## config.mk

```make
export PLATFORM = sky130hd
export DESIGN_NAME = hazard_tracker
export DESIGN_NICKNAME = d
export VERILOG_FILES = /design/src/rtl/hazard_tracker.sv
export SDC_FILE = /design/constraint.sdc
export NUM_CORES = 1
export LEC_CHECK = 0
export CORE_MARGIN = 2
export CORE_UTILIZATION = 45
export DETAILED_ROUTE_END_ITERATION = 8
export GPL_ROUTABILITY_DRIVEN = 1
export GPL_TIMING_DRIVEN = 0
export PLACE_DENSITY = 0.8
export SLEW_MARGIN = 20
export SYNTH_ARGS = -nofsm -noshare
export SYNTH_HDL_FRONTEND = slang
export SYNTH_SLANG_ARGS = --single-unit
```

## constraint.sdc

```tcl
create_clock -name clk -period 3.5 [get_ports clk]
set_input_delay 0.35 -clock clk [delete_from_list [all_inputs] [get_ports clk]]
set_output_delay 0.35 -clock clk [all_outputs]
set_load 0.005 [all_outputs]
```

## src/rtl/hazard_tracker.sv

```systemverilog
`default_nettype none
// ============================================================================
// Module  : hazard_tracker
// Brief   : Load-use stall / bubble control and per-stage destination tracking
//           for a five-stage pipeline with a memory-ready freeze.
// Rev     : 1.0  initial release
// ============================================================================
module hazard_tracker #(
    // Width of the internal stall counter; it saturates at all-ones of this width.
    parameter int unsigned STALL_CNT_W = 16
) (
    input  logic        clk,
    input  logic        reset,
    input  logic [4:0]  Aw_DEC,
    input  logic        RegWrite_DEC,
    input  logic        MemRead_DEC,
    input  logic [4:0]  Rn_DEC,
    input  logic [4:0]  Rm_DEC,
    input  logic        RnUsed_DEC,
    input  logic        RmUsed_DEC,
    input  logic        flush,
    input  logic        mem_ready,
    output logic [4:0]  Aw_EXE,
    output logic [4:0]  Aw_MEM,
    output logic [4:0]  Aw_WB,
    output logic        RegWrite_EXE,
    output logic        RegWrite_MEM,
    output logic        RegWrite_WB,
    output logic        MemRead_EXE,
    output logic        stall,
    output logic        bubble,
    output logic [15:0] stall_cycles
);

    localparam logic [4:0]             c_ZERO_REG = 5'd31;
    localparam logic [STALL_CNT_W-1:0] c_CNT_MAX  = '1;
    localparam logic [STALL_CNT_W-1:0] c_CNT_ONE  = STALL_CNT_W'(1);

    logic [4:0]             r_aw_exe;
    logic [4:0]             r_aw_mem;
    logic [4:0]             r_aw_wb;
    logic                   r_rw_exe;
    logic                   r_rw_mem;
    logic                   r_rw_wb;
    logic                   r_mr_exe;
    logic [STALL_CNT_W-1:0] r_stall_cycles;

    logic w_rn_hit;
    logic w_rm_hit;
    logic w_load_use;
    logic w_freeze;

    assign w_rn_hit   = RnUsed_DEC && (Rn_DEC == r_aw_exe);
    assign w_rm_hit   = RmUsed_DEC && (Rm_DEC == r_aw_exe);
    // X31 is the zero register: a load targeting it never produces a value to wait for.
    assign w_load_use = r_mr_exe && r_rw_exe && (r_aw_exe != c_ZERO_REG) && (w_rn_hit || w_rm_hit);
    assign w_freeze   = !mem_ready;

    assign stall  = w_load_use || w_freeze;
    assign bubble = (w_load_use || flush) && !w_freeze;

    always_ff @(posedge clk or posedge reset) begin
        if (reset) begin
            r_aw_exe       <= c_ZERO_REG;
            r_aw_mem       <= c_ZERO_REG;
            r_aw_wb        <= c_ZERO_REG;
            r_rw_exe       <= 1'b0;
            r_rw_mem       <= 1'b0;
            r_rw_wb        <= 1'b0;
            r_mr_exe       <= 1'b0;
            r_stall_cycles <= '0;
        end else if (!w_freeze) begin
            r_aw_wb  <= r_aw_mem;
            r_rw_wb  <= r_rw_mem;
            r_aw_mem <= r_aw_exe;
            r_rw_mem <= r_rw_exe;
            if (bubble) begin
                r_aw_exe <= c_ZERO_REG;
                r_rw_exe <= 1'b0;
                r_mr_exe <= 1'b0;
            end else begin
                r_aw_exe <= Aw_DEC;
                r_rw_exe <= RegWrite_DEC;
                r_mr_exe <= MemRead_DEC;
            end
            if (w_load_use && (r_stall_cycles != c_CNT_MAX)) begin
                r_stall_cycles <= r_stall_cycles + c_CNT_ONE;
            end
        end
    end

    assign Aw_EXE       = r_aw_exe;
    assign Aw_MEM       = r_aw_mem;
    assign Aw_WB        = r_aw_wb;
    assign RegWrite_EXE = r_rw_exe;
    assign RegWrite_MEM = r_rw_mem;
    assign RegWrite_WB  = r_rw_wb;
    assign MemRead_EXE  = r_mr_exe;
    assign stall_cycles = 16'(r_stall_cycles);

endmodule
`default_nettype wire

```

==> reports/results.ini <==
[outcome]
outcome=complete, no violations

[floorplanning]
die_height_um=64.2
std_cell_rows=21
die-area_um2=4120
initial_core_util=0.477
core-area_um2=3420
pin_count=60
fp.dieW_um=64.2

[timing]
grt_setup_unrepaired=false
relSlewSlack=0.534
fin_setup_tns_ps=0
maxSlewViolCount=0
layout_min_cycle_time_ps=3040
finalHoldViolations=0
setup_violations=0
whs_ps=306
fin_skew_ps=7.52
fin_crit_sh=0.869
max_freq_mhz=329
tightest_slew_ps=698

[pwr]
vdd_ir_drop_max_mv=0.188
p_leak_uw=0.000952
switching_power_uw=211
p_per_area_nw_per_um2=385
netSwitchingFraction=0.234
p_seq_frac=0.518
intPower_uw=693
combPwrFrac=0.160
clockPowerShare=0.323

[routing]
drt-initial-drc-count=32
route.detailed.drc=0
antenna_left=0
via_per_inst=5.31
wl_mm=3.68
dr.pass1.iters=4
routedWlPerCell_um=15.3
num_vias=1280

[final_layout]
areaGrowthSynthToFinish_pct=44.1
fillers=279
postLayoutCoreUtil=0.688
drive_above_1_share=0.221
final_cell_mix=clkdlybuf4s50_1, dfrtp_1, xnor2_1
final_area_um2=2350
final_common_cell=clkdlybuf4s50_1
finalNetCount=218
n_antenna_cell=0

[critical_path]
critPathKind=flop to output port
cp-start-kind=flop
regToRegSetupSlack_ps=1330
cp-end-kind=output port
r2r-end=RegWrite_EXE
cp_max_fo=7
cp.arrival_ps=2690
reg2reg_from=Aw_EXE[2]
reg2reg_depth=6
critPathRequiredTime_ps=3150

[synth]
synth-simple-area-share=0.134
synth_top_area_share=0.307
synthXorXnorAreaFrac=0.134
synth_fp_nets=153
ys_types=28
synth_compound_area_frac=0.0583
synth_top_family_by_area=simple AND/OR/NAND/NOR gates
synth_seq_area_share=0.549
synth_top_area_cell=dfrtp_1
synthesis.area_um2=1630
synthTopCellsByArea=dfrtp_1, dfstp_2, xnor2_1
syn_inst=129
muxShareOfSynthArea=0.0898
synth-adder-area-share=0.00767
ys_ff_latch=35
syn_avg_cell_area_um2=12.6
synth-warning-count=0

[global_routing]
grt.total_usage=0.198
grt_max_degree=36
grt_pass1_vias=1293
grt-ovfl-total=0
antenna_found_initial=0
grt_pass1_wl_mm=6.22

[clocking]
cts_tree=done
htreeDepth=2
cts_root_buf=clkbuf_4
cts_num_sinks=35
cts_setup_buffers=0
cts_hold_buf=0
clk_latency_ps=340
clk_path_buf_depth=2
clkTransAtPathRegs_ps=110
ctsResizeCount=0
numCtsBuffers=5

[placement]
dp_hpwl_mm=2.63
io_buffer_count=58
placed_cell_area_um2=2270
routabilityCongestion=0.790

[worst_hold_path]
min_to=RegWrite_WB
min_path_type=primary input to flop
whs_path_depth=2
hp-start=mem_ready

[job]
drv_cap=0

==> critical path, cell delays in order (launching register included) <==
cell	delay, ps
dfstp_2	610
xor2_1	80
nor4_1	330
a32oi_1	200
o21ai_1	500
clkdlybuf4s50_1	610
==> worst max-delay path by stage <==
stage               slack, ps  startpoint          endpoint
floorplan                1610   Aw_EXE[3]  stall_cycles[10]
global placement          680   Rn_DEC[3]             stall
detailed placement        590   Rm_DEC[2]             stall
CTS                       430   Aw_EXE[2]             stall
global route              250   Aw_EXE[3]             stall
finish                    460   Aw_EXE[2]             stall
==> logic make-up (layout without fill, tap and decap cells) <==
| kind of cell | after synthesis | count (layout) |
|---|---|---|
| XOR/XNOR | 25 | 25 |
| flip-flops | 35 | 35 |
| AND/OR/NAND/NOR | 37 | 37 |
| AO/OA/AOI/OAI | 11 | 11 |
| multiplexers | 13 | 13 |
| adder cells (fa/ha/maj) | 1 | 1 |
| buffers and inverters | 7 | 73 |
==> synth_stat cells, drive strengths merged <==
cell,count
dfrtp,20
xnor2,17
dfstp,15
mux2,13
nand3,8
xor2,8
nand4,7
and3,6
o32a,5
nand2,4
nor2,4
and4,3
buf,3
a22o,2
and2,2
clkbuf,2
inv,2
nor4,2
a21oi,1
a32oi,1
ha,1
nor3,1
o211ai,1
o21ai,1
==> sequential cells by signal, indices dropped and copies added (netlist names) <==
register / count
Aw_MEM: 5
RegWrite_MEM: 1
Aw_EXE: 5
RegWrite_WB: 1
Aw_WB: 5
MemRead_EXE: 1
stall_cycles: 16
RegWrite_EXE: 1
==> through the flow <==
| stage | power [uW] | std cells | setup slack (ps) |
|---|---|---|---|
| after global routing | 956 | 241 | 246 |
| final | 905 | 241 | 458 |
| after floorplan | 528 | 129 | 1610 |
| after global placement | 617 | 233 | 676 |
| after detailed placement | 622 | 233 | 594 |
| after CTS | 922 | 241 | 433 |
==> layout make-up <==
type                       instances  area (um^2)  area share
tap                               46         57.6      0.0245
sequential                        35          895       0.381
clock buffer                       5         37.5      0.0160
clock inverter                     3         43.8      0.0186
inverter                           2         7.51     0.00319
buffer                             5         36.3      0.0154
multi-input combinational         87          692       0.294
timing repair buffer              58          581       0.247
==> power groups by stage <==
stage	Sequential [uW]	Clock [uW]	Combinational [uW]
floorplan	475	0	53.2
global placement	474	0	143
detailed placement	476	0	146
CTS	469	307	147
global route	473	327	156
finish	468	292	145
==> routing by layer <==
layer	wire length, um	share of wire	global-route usage	vias up
li1	-	-	-	599
met4	49	0.013	0.0638	0
met3	364	0.099	0.0704	7
met2	1760	0.48	0.318	64
met1	1510	0.41	0.251	610
met5	0	0	0	-
Power figures use the tool's default switching activity.
